### src/rtl/audio_player_pkg.sv
// Shared constants and helpers for the audio sample player.
//   SAMPLE_W_DEFAULT   : default sample width in bits
//   FIFO_DEPTH_DEFAULT : default buffer depth (power of two, >= 2)
//   midscale(w)        : offset-binary silence code, 2^(w-1)
//   level_w(depth)     : width of an occupancy count 0..depth
package audio_player_pkg;

  localparam int unsigned SAMPLE_W_DEFAULT   = 8;
  localparam int unsigned FIFO_DEPTH_DEFAULT = 16;

  function automatic int unsigned midscale(input int unsigned w);
    return 32'd1 << (w - 1);
  endfunction

  function automatic int unsigned level_w(input int unsigned depth);
    return $clog2(depth + 1);
  endfunction

endpackage

### src/rtl/audio_sample_player_if.sv
// Sample stream handshake between a producer and the audio sample player.
//   s_data  : unsigned offset-binary sample
//   s_valid : producer has a sample on s_data
//   s_ready : consumer can accept a sample (push = s_valid && s_ready)
// Modports: master = producer, slave = consumer.
interface audio_sample_player_if #(
  parameter int unsigned SAMPLE_W = 8
) ();

  logic [SAMPLE_W-1:0] s_data;
  logic                s_valid;
  logic                s_ready;

  modport master (output s_data, output s_valid, input s_ready);
  modport slave  (input s_data, input s_valid, output s_ready);

endinterface

### src/rtl/audio_sample_player_sync_fifo.sv
// Single-clock FIFO with first-word-fall-through head output.
//   clk, rst  : clock, asynchronous active-high reset
//   i_push    : write i_data (ignored while full)
//   i_data    : write data
//   i_pop     : advance the head (ignored while empty)
//   o_head    : head entry, valid while !o_empty
//   o_full    : level == DEPTH
//   o_empty   : level == 0
//   o_level   : current occupancy
// DEPTH must be a power of two so the pointers wrap by plain overflow.
module sync_fifo #(
  parameter  int unsigned WIDTH   = 8,
  parameter  int unsigned DEPTH   = 16,
  localparam int unsigned PTR_W   = $clog2(DEPTH),
  localparam int unsigned LEVEL_W = $clog2(DEPTH + 1)
) (
  input  logic               clk,
  input  logic               rst,
  input  logic               i_push,
  input  logic [WIDTH-1:0]   i_data,
  input  logic               i_pop,
  output logic [WIDTH-1:0]   o_head,
  output logic               o_full,
  output logic               o_empty,
  output logic [LEVEL_W-1:0] o_level
);

  logic [WIDTH-1:0]   r_mem [DEPTH];
  logic [PTR_W-1:0]   r_wr_ptr;
  logic [PTR_W-1:0]   r_rd_ptr;
  logic [LEVEL_W-1:0] r_level;
  logic               w_do_push;
  logic               w_do_pop;

  assign o_full    = (r_level == LEVEL_W'(DEPTH));
  assign o_empty   = (r_level == '0);
  assign o_level   = r_level;
  assign o_head    = r_mem[r_rd_ptr];
  assign w_do_push = i_push & ~o_full;
  assign w_do_pop  = i_pop & ~o_empty;

  always_ff @(posedge clk or posedge rst) begin
    if (rst) begin
      for (int unsigned i = 0; i < DEPTH; i++) r_mem[i] <= '0;
    end else if (w_do_push) begin
      r_mem[r_wr_ptr] <= i_data;
    end
  end

  always_ff @(posedge clk or posedge rst) begin
    if (rst) begin
      r_wr_ptr <= '0;
      r_rd_ptr <= '0;
      r_level  <= '0;
    end else begin
      if (w_do_push) r_wr_ptr <= r_wr_ptr + PTR_W'(1);
      if (w_do_pop)  r_rd_ptr <= r_rd_ptr + PTR_W'(1);
      case ({w_do_push, w_do_pop})
        2'b10:   r_level <= r_level + LEVEL_W'(1);
        2'b01:   r_level <= r_level - LEVEL_W'(1);
        default: r_level <= r_level;
      endcase
    end
  end

endmodule

### src/rtl/audio_sample_player.sv
// Audio sample player: buffers producer samples and plays one per rising
// edge of audio_clk as a first-order delta-sigma bitstream.
//   clk       : system clock (audio_clk is derived from it, sampled as level)
//   reset     : asynchronous active-high reset
//   audio_clk : 44.1 kHz square wave
//   s         : sample handshake (slave side)
//   mute      : only with AUDIO_PLAYER_MUTE_EN; ticks load silence instead of data
//   dac_out   : delta-sigma bit, density = sample / 2^SAMPLE_W
//   underrun  : sticky, a tick found the buffer empty
//   level     : buffer occupancy
// Optional feature macro: AUDIO_PLAYER_MUTE_EN.
module audio_sample_player
  import audio_player_pkg::*;
#(
  parameter  int unsigned SAMPLE_W   = SAMPLE_W_DEFAULT,
  parameter  int unsigned FIFO_DEPTH = FIFO_DEPTH_DEFAULT,
  localparam int unsigned LEVEL_W    = level_w(FIFO_DEPTH)
) (
  input  logic                  clk,
  input  logic                  reset,
  input  logic                  audio_clk,
  audio_sample_player_if.slave  s,
`ifdef AUDIO_PLAYER_MUTE_EN
  input  logic                  mute,
`endif
  output logic                  dac_out,
  output logic                  underrun,
  output logic [LEVEL_W-1:0]    level
);

  localparam logic [SAMPLE_W-1:0] MIDSCALE = SAMPLE_W'(midscale(SAMPLE_W));

  logic                r_prev;
  logic                r_underrun;
  logic [SAMPLE_W-1:0] r_sample;
  logic [SAMPLE_W:0]   r_acc;

  logic                w_tick;
  logic                w_push;
  logic                w_pop;
  logic                w_full;
  logic                w_empty;
  logic [SAMPLE_W-1:0] w_head;
  logic [SAMPLE_W-1:0] w_load;

  // Ready depends only on registered occupancy, never on a same-cycle pop.
  assign s.s_ready = ~w_full;
  assign w_push    = s.s_valid & ~w_full;
  assign w_tick    = audio_clk & ~r_prev;
  assign w_pop     = w_tick & ~w_empty;

`ifdef AUDIO_PLAYER_MUTE_EN
  assign w_load = mute ? MIDSCALE : w_head;
`else
  assign w_load = w_head;
`endif

  sync_fifo #(
    .WIDTH (SAMPLE_W),
    .DEPTH (FIFO_DEPTH)
  ) u_fifo (
    .clk     (clk),
    .rst     (reset),
    .i_push  (w_push),
    .i_data  (s.s_data),
    .i_pop   (w_pop),
    .o_head  (w_head),
    .o_full  (w_full),
    .o_empty (w_empty),
    .o_level (level)
  );

  always_ff @(posedge clk or posedge reset) begin
    if (reset) begin
      r_prev     <= 1'b0;
      r_underrun <= 1'b0;
      r_sample   <= MIDSCALE;
    end else begin
      r_prev <= audio_clk;
      if (w_tick && w_empty) r_underrun <= 1'b1;
      if (w_pop)             r_sample   <= w_load;
    end
  end

  // Carry out of the low SAMPLE_W bits is the output bit; it is dropped
  // before the next add so the residue stays in range.
  always_ff @(posedge clk or posedge reset) begin
    if (reset) r_acc <= '0;
    else       r_acc <= {1'b0, r_acc[SAMPLE_W-1:0]} + {1'b0, r_sample};
  end

  assign dac_out  = r_acc[SAMPLE_W];
  assign underrun = r_underrun;

endmodule

### src/flat_wrapper.sv
// flat-port wrapper written by rule: the top's interface ports become plain ports
module audio_sample_player_flat import audio_player_pkg::*;
#(
  parameter  int unsigned SAMPLE_W   = SAMPLE_W_DEFAULT,
  parameter  int unsigned FIFO_DEPTH = FIFO_DEPTH_DEFAULT,
  localparam int unsigned LEVEL_W    = level_w(FIFO_DEPTH)
)
  (clk, reset, audio_clk, dac_out, underrun, level, s_s_data, s_s_valid, s_s_ready);
  audio_sample_player_if #(.SAMPLE_W(SAMPLE_W)) s_i ();
  input  logic clk;
  input  logic reset;
  input  logic audio_clk;
  output logic dac_out;
  output logic underrun;
  output logic [LEVEL_W-1:0] level;
  input wire logic [$bits(s_i.s_data)-1:0] s_s_data;
  input wire logic [$bits(s_i.s_valid)-1:0] s_s_valid;
  output wire logic [$bits(s_i.s_ready)-1:0] s_s_ready;
  assign s_i.s_data = s_s_data;
  assign s_i.s_valid = s_s_valid;
  assign s_s_ready = s_i.s_ready;
  audio_sample_player #(.SAMPLE_W(SAMPLE_W), .FIFO_DEPTH(FIFO_DEPTH)) u_core (.clk(clk), .reset(reset), .audio_clk(audio_clk), .s(s_i), .dac_out(dac_out), .underrun(underrun), .level(level));
endmodule
### config.mk
export PLATFORM = sky130hd
export DESIGN_NAME = audio_sample_player_flat
export DESIGN_NICKNAME = d
export VERILOG_FILES = /design/src/rtl/audio_player_pkg.sv /design/src/rtl/audio_sample_player_if.sv /design/src/rtl/audio_sample_player_sync_fifo.sv /design/src/rtl/audio_sample_player.sv /design/src/flat_wrapper.sv
export SDC_FILE = /design/constraint.sdc
export NUM_CORES = 1
export LEC_CHECK = 0
export CORE_ASPECT_RATIO = 1.5
export CORE_MARGIN = 10
export CORE_UTILIZATION = 30
export CTS_CLUSTER_DIAMETER = 50
export DETAILED_ROUTE_END_ITERATION = 8
export PLACE_DENSITY_LB_ADDON = 0.05
export SYNTH_ARGS = -nofsm -noshare
export SYNTH_HDL_FRONTEND = slang
export SYNTH_SLANG_ARGS = --single-unit
### constraint.sdc
create_clock -name clk -period 7.92 [get_ports clk]
set_clock_uncertainty 0.2 [all_clocks]
set_input_delay 1.584 -clock clk [delete_from_list [all_inputs] [get_ports clk]]
set_output_delay 1.584 -clock clk [all_outputs]
set_load 0.1 [all_outputs]
==> qor.txt, run 1 <==
Status -> finished, final reports clean
Crit Path Class -> in2reg
Pre-CTS setup slack -> 3.14 ns
Fin. max-slew vios -> 0
Initial Utilization -> 30.5%
Max-Cap Viols -> 0
DRC -> 0
Met3 wire length -> 393 um
Post-CTS Setup Inserts -> 0
Final WS setup -> 3.58 ns
Reg2reg end -> u_core.u_fifo.o_level[4]
Synthesized cell area -> 0.00763 mm^2
GRT overflow -> 0
TritonRoute pass-1 iters -> 4
Die X -> 150 um
Final instance area -> 0.00868 mm^2
Post-synthesis cell type count -> 43
Crit Path Max Fanout -> 22
Power density over cell area -> 449 mW/mm^2
# IOs -> 20
Max-slew headroom -> 34.9%
Slew of the pin with the lowest slew margin -> 0.973 ns
Initial antenna violation count -> 0
Detailed Route WL -> 18.1 mm
Final Power -> 3.90 mW
Largest net degree at the start of global routing -> 83
LEAKAGE -> 3.66 nW
Die ar. -> 0.0323 mm^2
Number of global-route vias before repair -> 4658
Min Hold Slack -> 0.261 ns
RSZ-0062 raised after global routing -> false
CTS root buf -> clkbuf_16
Placement Cell Area -> 0.00808 mm^2
Crit path launch type -> input port
CP required -> 8.03 ns
CTS sink count -> 160
Synth warnings -> 0
R2R depth -> 9
Final setup violation count -> 0
Synth Register Bits -> 160
Most frequent cells in the layout -> dfrtp_1 (158), mux2_2 (138), mux4_2 (32)
Final Hold Vio Count -> 0
CTS tree -> built
Final Non-Filler Cells -> 860
Crit path time final -> 4.34 ns
Register area share after synthesis -> 52.5%
Dpl cells -> 829
Syn Nets -> 540
Layout cells sized above 1 -> 43.4%
Clk buf depth -> 2
Critical Path Sink Type -> flip-flop
Via count -> 4214
Clock buffer count from CTS -> 17
Die height -> 215 um
R2R setup slack -> 4.54 ns
Post-CTS Hold Buffers -> 0
Worst-Skew Late Latency -> 0.42 ns
CP Launch Point -> audio_clk
Setup TNS -> 0 ns
Syn Area/Cell -> 15.0 um^2
VDD IR max -> 0.000215 V
Number of vias per cell -> 4.90
DRT antenna net count -> 0
RR Startpoint -> u_core.u_fifo.o_level[1]
Max Clock Freq -> 230 MHz
Worst-path clk slew -> 0.06 ns
First-pass GRT wire length -> 28.7 mm
CP endpoint -> u_core.u_fifo.o_level[4]
Gpl congestion -> 0.683
CP arrival -> 4.45 ns
Wl on met1 -> 7.96 mm
Total core area -> 0.0251 mm^2
Final #Nets -> 550
Top metal layer carrying routed signals -> met4
Mapped Cells -> 510
I/O Buffers -> 19
Fin crit share -> 54.8%
Site Rows -> 71
DP Wirelength -> 11.9 mm
Hold WC Path Type -> reg2reg
Final core occ -> 34.7%
# diodes -> 0
H-tree levels -> 4
Initial drt markers -> 125
Commonest non-fill, non-tap cell in the layout -> dfrtp_1
Area Growth Syn to Fin -> 13.8%
Wire per inst -> 21.1 um
Met2 wire length -> 9.53 mm
Number of cells upsized or downsized after cts -> 0
Total Routing Usage GR -> 11.9%
synth_stat cells, drive strengths merged:
| cell | number | share of area (%) |
|---|---|---|
| or3 | 2 | 0.16 |
| inv | 6 | 0.30 |
| and3b | 1 | 0.11 |
| or4 | 1 | 0.15 |
| xor2 | 8 | 0.92 |
| o21ai | 3 | 0.20 |
| buf | 19 | 1.9 |
| o22ai | 8 | 0.66 |
| a211oi | 8 | 0.79 |
| nor3 | 1 | 0.066 |
| a311oi | 1 | 0.11 |
| dfrtp | 159 | 52 |
| o211ai | 4 | 0.46 |
| a21o | 3 | 0.30 |
| nand3 | 14 | 1.7 |
| nor2b | 12 | 0.98 |
| nor4 | 1 | 0.16 |
| mux2 | 138 | 20 |
| nand2b | 1 | 0.082 |
| or2 | 1 | 0.082 |
| o21a | 3 | 0.30 |
| a31o | 1 | 0.11 |
| a21oi | 14 | 0.92 |
| o21bai | 1 | 0.098 |
| mux4 | 32 | 9.4 |
| clkbuf | 15 | 0.74 |
| xnor2 | 10 | 1.1 |
| dfstp | 1 | 0.34 |
| nand4 | 6 | 1.1 |
| nor3b | 1 | 0.098 |
| a21boi | 1 | 0.15 |
| fa | 1 | 0.26 |
| a32oi | 1 | 0.11 |
| ha | 17 | 2.8 |
| nand2 | 8 | 0.39 |
| nor2 | 7 | 0.34 |
routing by layer:
layer	vias up	GRT usage (%)
li1	1901	-
met1	2264	14.4
met2	36	20.4
met3	13	2.48
met4	0	3.90
met5	-	0
cell families (layout without fill, tap and decap cells):
family	after synthesis	in the layout	synth area share, %
xor+xnor	18	18	2.07
buf+inv	40	62	2.89
simple gates	56	56	5.48
mux	170	170	29.8
flops	160	160	52.5
compound gates	48	48	4.20
fa+ha+maj	18	18	3.05
flip-flops by register name (all words and copies together), names as in the netlist:
register / flops
u_core.r_acc: 9
u_core.u_fifo.r_wr_ptr: 4
u_core.u_fifo.r_rd_ptr: 4
u_core.underrun: 1
u_core.r_sample: 8
u_core.u_fifo.o_level: 5
u_core.r_prev: 1
u_core.u_fifo.r_mem: 128
cell type report:
| cell class | instances | area [um^2] |
|---|---|---|
| Clock buffer | 28 | 557 |
| Clock inverter | 3 | 42.5 |
| Fill cell | 2460 | 16400 |
| Inverter | 6 | 27.5 |
| Multi-Input combinational cell | 310 | 3400 |
| Sequential cell | 160 | 4010 |
| Tap cell | 328 | 410 |
| Timing Repair Buffer | 25 | 235 |
how the worst min path moves through the flow:
stage / from / to / cells past startpoint / slack, ns
CTS: u_core.underrun / u_core.underrun / 1 / 0.26
finish: u_core.underrun / u_core.underrun / 1 / 0.26
floorplan: u_core.r_acc[0] / u_core.r_acc[0] / 1 / 0.26
global route: u_core.underrun / u_core.underrun / 1 / 0.28
detailed placement: u_core.underrun / u_core.underrun / 1 / 0.25
global placement: u_core.underrun / u_core.underrun / 1 / 0.24
critical path, cell delays in order:
cell	delay (ns)
clkdlybuf4s50_1	0.49
nor2b_1	0.24
o21a_1	0.70
ha_1	0.46
xor2_1	0.12
ha_1	0.23
o21a_1	0.17
o21ai_0	0.17
a32oi_1	0.14
xnor2_1	0.14
report_power, final:
part	switching (mW)	leakage [nW]	internal (mW)
clock	0.325	0.295	0.507
sequential	0.259	1.96	1.22
combinational	0.764	1.41	0.823
total	1.35	3.66	2.55
No activity file was read; power rests on OpenSTA's default activity.
==> run 2, diff against run 1 <==
clock period = 4.05 ns   (was 7.92 ns; I/O delays follow)
==> run 2 against run 1 <==
- register-to-register slack lost 3.4 ns
- cell count rose by 0.47%
- sequential power rose by 99%
- utilization rose by 0.32 points
- clock power rose by 100%
- wire length is 1.3% lower
- die area is the same
- flip-flop and latch count unchanged
- hold slack lost 0.0069 ns
- cell area increased by 0.94%
- non-clock buffer count grew 4
- combinational power up 92%
- critical endpoint is now s_s_ready
- largest power group unchanged
==> qor.txt, run 2 (same netlist as run 1, synthesis figures left out) <==
Gpl congestion -> 0.724 (+6.0%)
GRT overflow -> 0 (unchanged)
Worst-path clk slew -> 0.06 ns (about the same)
Die height -> 215 um (unchanged)
Most frequent cells in the layout -> dfrtp_1 (158), mux2_2 (138), mux4_2 (32)
Site Rows -> 71 (unchanged)
I/O Buffers -> 19 (unchanged)
CP delay by family, top -> buffers and inverters
RSZ-0062 raised after global routing -> false
First-pass GRT wire length -> 28.9 mm (+0.63%)
TritonRoute pass-1 iters -> 4 (unchanged)
Critical Path Sink Type -> output pin
Number of vias per cell -> 4.88 (-0.32%)
Largest regs -> u_core.u_fifo.r_mem (128), u_core.r_acc (9), u_core.r_sample (8)
Clk buf depth -> 2 (unchanged)
Reg with most FFs -> u_core.u_fifo.r_mem
Final instance area -> 0.00876 mm^2 (+0.94%)
Slew of the pin with the lowest slew margin -> 0.974 ns (+0.00105 ns)
CP required -> 3.04 ns (-4.99 ns)
Placement Cell Area -> 0.00815 mm^2 (+0.82%)
Worst path bufs/invs -> 1 (unchanged)
CTS sink count -> 160 (unchanged)
Power density over cell area -> 876 mW/mm^2 (+95%)
H-tree levels -> 4 (unchanged)
VDD IR max -> 0.000361 V (+68%)
Status -> finished, final reports clean
Crit-path max cell delay -> 0.97 ns (+0.27 ns)
# diodes -> 0 (unchanged)
Setup TNS -> 0 ns (unchanged)
Initial antenna violation count -> 0 (unchanged)
Worst-Skew Late Latency -> 0.43 ns (about the same)
Post-CTS Hold Buffers -> 0 (unchanged)
Number of global-route vias before repair -> 4781 (+2.6%)
Final setup violation count -> 0 (unchanged)
Die ar. -> 0.0323 mm^2 (unchanged)
# IOs -> 20 (unchanged)
Number of cells upsized or downsized after cts -> 0 (unchanged)
Commonest non-fill, non-tap cell in the layout -> dfrtp_1
Number of flip-flops under the largest register name -> 128 (unchanged)
Layout cells sized above 1 -> 44.2% (+0.80 points)
Max Clock Freq -> 296 MHz
Fin. max-slew vios -> 0 (unchanged)
DP Wirelength -> 12.1 mm (+1.6%)
Max-Cap Viols -> 0 (unchanged)
Crit Path Max Fanout -> 10 (-55%)
CTS root buf -> clkbuf_16
Wire per inst -> 20.7 um (-1.7%)
Total Routing Usage GR -> 11.9% (about the same)
Slowest-stage cell, CP -> clkdlybuf4s50_1
Detailed Route WL -> 17.9 mm (-1.3%)
Die X -> 150 um (unchanged)
Hold WC Path Type -> reg2reg
Crit path launch type -> flip-flop
Via count -> 4220 (+0.14%)
Crit Path Class -> reg2out
Total core area -> 0.0251 mm^2 (unchanged)
Initial drt markers -> 164 (+31%)
Final Hold Vio Count -> 0 (unchanged)
DRT antenna net count -> 0 (unchanged)
Largest net degree at the start of global routing -> 64 (-23%)
CP Cell Sequence -> nor4_2 > nand2_1 > clkdlybuf4s50_1
LEAKAGE -> 3.69 nW (+0.95%)
Initial Utilization -> 30.5% (unchanged)
Max-slew headroom -> 34.8% (-0.070 points)
CP arrival -> 2.36 ns (-2.09 ns)
Fin crit share -> 83.3%
Clock buffer count from CTS -> 17 (unchanged)
DRC -> 0 (unchanged)
Area Growth Syn to Fin -> 14.9%
CTS tree -> built
Post-CTS Setup Inserts -> 0 (unchanged)
Crit path time final -> 3.37 ns
Final #Nets -> 554 (+0.73%)
[run 2: changes by cell type in the layout (fill, tap and decap cells not counted), sizes merged]
| cell | previous run | this run |
|---|---|---|
| clkbuf | 28 | 21 |
| buf | 6 | 10 |
| clkinv | 1 | 5 |
| bufinv | 1 | 3 |
| clkinvlp | 1 | 3 |
| inv | 6 | 5 |
[run 2: report_power, final]
part	switching, mW	internal [mW]
sequential	0.554	2.39
clock	0.647	1.03
combinational	1.42	1.64
[run 2: layout make-up]
class	instances	area, um^2
inverter	6	26.3
fill	2463	16300
multi-input combinational	310	3400
clock inverter	10	134
timing repair buffer	29	303
tap	328	410
sequential	160	4010
clock buffer	21	480
[run 2: worst reg2reg max path: cells and delay by family, from the launching register on]
family | cells | cell delay (ns)
AO/OA/AOI/OAI | 4 | 0.65
XOR/XNOR | 2 | 0.34
adder cells (fa/ha/maj) | 2 | 0.54
flip-flops | 1 | 0.50
AND/OR/NAND/NOR | 1 | 0.58
[run 2: final timing paths]
check / startpoint / endpoint / slack (ns) / depth (start not counted)
worst max-delay path: u_core.u_fifo.o_level[1] / s_s_ready / 0.68 / 3
worst min-delay path: u_core.underrun / u_core.underrun / 0.25 / 1
worst max register to register: u_core.u_fifo.o_level[1] / u_core.u_fifo.o_level[4] / 1.10 / 9
worst min register to register: u_core.underrun / u_core.underrun / 0.25 / 1
max in group asynchronous: reset / u_core.r_sample[7] / 2.35 / 3
min in group asynchronous: reset / u_core.u_fifo.o_level[4] / 0.58 / 2
[run 2: layer usage]
metal | up-vias | routed length, um | track usage (%)
li1 | 1907 | - | -
met1 | 2249 | 7490 | 13.7
met2 | 44 | 9620 | 20.8
met3 | 20 | 435 | 2.52
met4 | 0 | 336 | 4.55
met5 | - | 0 | 0
[run 2: stage by stage]
stage	worst slack [ns]	util [%]	hold slack, ns	power (mW)	instances
2_1_floorplan	0.500	-	0.256	5.35	510
3_3_place_gp	0.729	32.5	0.247	6.02	833
3_5_place_dp	0.679	32.5	0.247	6.12	833
4_1_cts	0.629	35.0	0.259	7.83	864
5_1_grt	0.536	35.0	0.296	8.22	864
6_report	0.677	35.0	0.254	7.68	864
==> run 3, diff against run 2 <==
clock period = 2.7 ns   (was 4.05 ns; I/O delays follow)
==> run 3 against run 2 <==
- combinational power grew 61%
- setup slack lost 0.58 ns
- global-route usage grew 0.082 points
- cell count grew 2.5%
- via count grew 0.69%
- die area is the same
==> qor.txt, run 3 (same netlist as run 1, synthesis figures left out) <==
Crit path launch type -> flip-flop
RSZ-0062 raised after global routing -> false
CTS root buf -> clkbuf_16
Clk buf depth -> 2 (unchanged)
Clock buffer count from CTS -> 17 (unchanged)
CTS sink count -> 160 (unchanged)
Total Routing Usage GR -> 12.0% (+0.082 points)
Crit. path cell count -> 9 (+6)
R2R setup slack -> 0.09 ns (-1.01 ns)
Met2 wire length -> 9.72 mm (+1.1%)
Post-CTS Setup Inserts -> 0 (unchanged)
Max-slew headroom -> 58.3% (+23 points)
Crit Path Max Fanout -> 3 (-7)
CP required -> 2.81 ns (-0.23 ns)
Final #Nets -> 575 (+3.8%)
Slowest-stage cell, CP -> or4_4
CTS tree -> built
# diodes -> 0 (unchanged)
Wire per inst -> 20.4 um (-1.6%)
Die ar. -> 0.0323 mm^2 (unchanged)
Gpl congestion -> 0.716 (-1.1%)
Fin crit share -> 96.5%
Largest net degree at the start of global routing -> 57 (-11%)
Area Growth Syn to Fin -> 18.3%
LEAKAGE -> 3.82 nW (+3.4%)
Worst path bufs/invs -> 0 (-1)
Die X -> 150 um (unchanged)
Detailed Route WL -> 18.0 mm (+0.89%)
Worst-path clk slew -> 0.06 ns (about the same)
Final Non-Filler Cells -> 886 (+2.5%)
Top metal layer carrying routed signals -> met4
Total core area -> 0.0251 mm^2 (unchanged)
Site Rows -> 71 (unchanged)
RR Startpoint -> u_core.u_fifo.o_level[3]
Number of flip-flops under the largest register name -> 128 (unchanged)
Wl on met1 -> 7.66 mm (+2.3%)
DRC -> 0 (unchanged)
Worst-Skew Late Latency -> 0.43 ns (about the same)
Initial antenna violation count -> 0 (unchanged)
Max Clock Freq -> 384 MHz
Slew of the pin with the lowest slew margin -> 0.626 ns (-0.348 ns)
First-pass GRT wire length -> 29.1 mm (+0.55%)
Number of global-route vias before repair -> 4824 (+0.90%)
CP Launch Point -> u_core.u_fifo.o_level[3]
Initial drt markers -> 155 (-5.5%)
Commonest non-fill, non-tap cell in the layout -> dfrtp_1
DP Wirelength -> 12.6 mm (+4.3%)
CP delay by family, top -> compound AO/OA/AOI/OAI gates
H-tree levels -> 4 (unchanged)
Reg with most FFs -> u_core.u_fifo.r_mem
Crit Path Class -> reg2reg
Power density over cell area -> 1320 mW/mm^2 (+51%)
DRT antenna net count -> 0 (unchanged)
CP arrival -> 2.71 ns (+0.35 ns)
TritonRoute pass-1 iters -> 4 (unchanged)
Filler cells -> 2434 (-1.2%)
Number of vias per cell -> 4.80 (-1.8%)
Final Hold Vio Count -> 0 (unchanged)
VDD IR max -> 0.000610 V (+69%)
Status -> finished, final reports clean
Layout cells sized above 1 -> 49.1% (+4.9 points)
Number of cells upsized or downsized after cts -> 0 (unchanged)
Max-Cap Viols -> 0 (unchanged)
# IOs -> 20 (unchanged)
Most frequent cells in the layout -> dfrtp_1 (154), mux2_2 (138), mux4_2 (32), buf_4 (32), clkbuf_16 (17)
Crit path top cell by count -> o21a_1
Via count -> 4249 (+0.69%)
Post-CTS Hold Buffers -> 0 (unchanged)
Met3 wire length -> 436 um (+0.23%)
I/O Buffers -> 19 (unchanged)
Hold WC Path Type -> in2async
Final Power -> 11.9 mW (+55%)
Crit-path max cell delay -> 0.57 ns (-0.40 ns)
R2R depth -> 9 (unchanged)
Largest regs -> u_core.u_fifo.r_mem (128), u_core.r_acc (9), u_core.r_sample (8)
CP Cell Sequence -> or4_4 > o21a_1 > ha_4 > xor2_1 > ha_2 > o21a_1 > o21ai_2 > a32oi_1 > xnor2_1
Critical Path Sink Type -> flip-flop
Crit path time final -> 2.61 ns
Initial Utilization -> 30.5% (unchanged)
Final setup violation count -> 0 (unchanged)
GRT overflow -> 0 (unchanged)
Die height -> 215 um (unchanged)
Dpl cells -> 854 (+2.5%)
Fin. max-slew vios -> 0 (unchanged)
==> run 3: cell types whose count changed in the layout (fill, tap and decap cells not counted), moves of 3 or more <==
cell | before | now
inv_6 | 0 | 5
dfrtp_2 | 1 | 5
buf_12 | 3 | 7
clkinv_2 | 4 | 1
clkdlybuf4s50_1 | 19 | 11
clkbuf_8 | 4 | 0
dfrtp_1 | 158 | 154
buf_4 | 7 | 32
==> run 3: worst paths after layout <==
path | endpoint
max in group asynchronous | u_core.u_fifo.r_mem[0]
max | u_core.u_fifo.o_level[4]
min | u_core.u_fifo.o_level[3]
max reg2reg | u_core.u_fifo.o_level[4]
min in group clk | u_core.underrun
min reg2reg | u_core.underrun
==> run 3: where the power goes <==
group	internal, mW	switching, mW	total [mW]
Combinational	2.59	2.33	4.92
Sequential	3.59	0.703	4.29
Clock	1.65	1.04	2.69
==> run 3: metrics by stage <==
stage / hold slack, ns / instance area (um^2) / TNS, ns / setup WS [ns] / util [%]
3_3_place_gp: 0.253 / 8360 / -0.0650 / -0.0650 / 33.4
3_5_place_dp: 0.278 / 8360 / -0.127 / -0.0974 / 33.4
5_1_grt: 0.234 / 9020 / 0 / 0.00909 / 36.0
2_1_floorplan: 0.256 / 7670 / -12.75 / -0.453 / -
4_1_cts: 0.216 / 9010 / 0 / 0.0884 / 36.0
6_report: 0.226 / 9020 / 0 / 0.0936 / 36.0
==> run 3: area by class of cell <==
| class | count | area (um^2) | share of cell area [%] |
|---|---|---|---|
| multi-input cells | 310 | 3430 | 38.0 |
| clock inverters | 15 | 229 | 2.54 |
| inverters | 6 | 26.3 | 0.291 |
| clock buffers | 17 | 425 | 4.71 |
| well taps | 328 | 410 | 4.55 |
| flip-flops and latches | 160 | 4010 | 44.5 |
| repair buffers | 50 | 490 | 5.44 |
==> run 3: worst reg2reg max path, cell delays in order, from the launching register on <==
cell	delay [ns]
dfrtp_2	0.40
or4_4	0.57
o21a_1	0.23
ha_4	0.18
xor2_1	0.16
ha_2	0.22
o21a_1	0.13
o21ai_2	0.05
a32oi_1	0.24
xnor2_1	0.10
==> run 3: layer usage <==
| layer | vias to the layer above | global-route usage (%) |
|---|---|---|
| met4 | 0 | 3.80 |
| met2 | 44 | 21.2 |
| met1 | 2237 | 13.9 |
| li1 | 1956 | - |
| met5 | - | 0 |
| met3 | 12 | 2.50 |
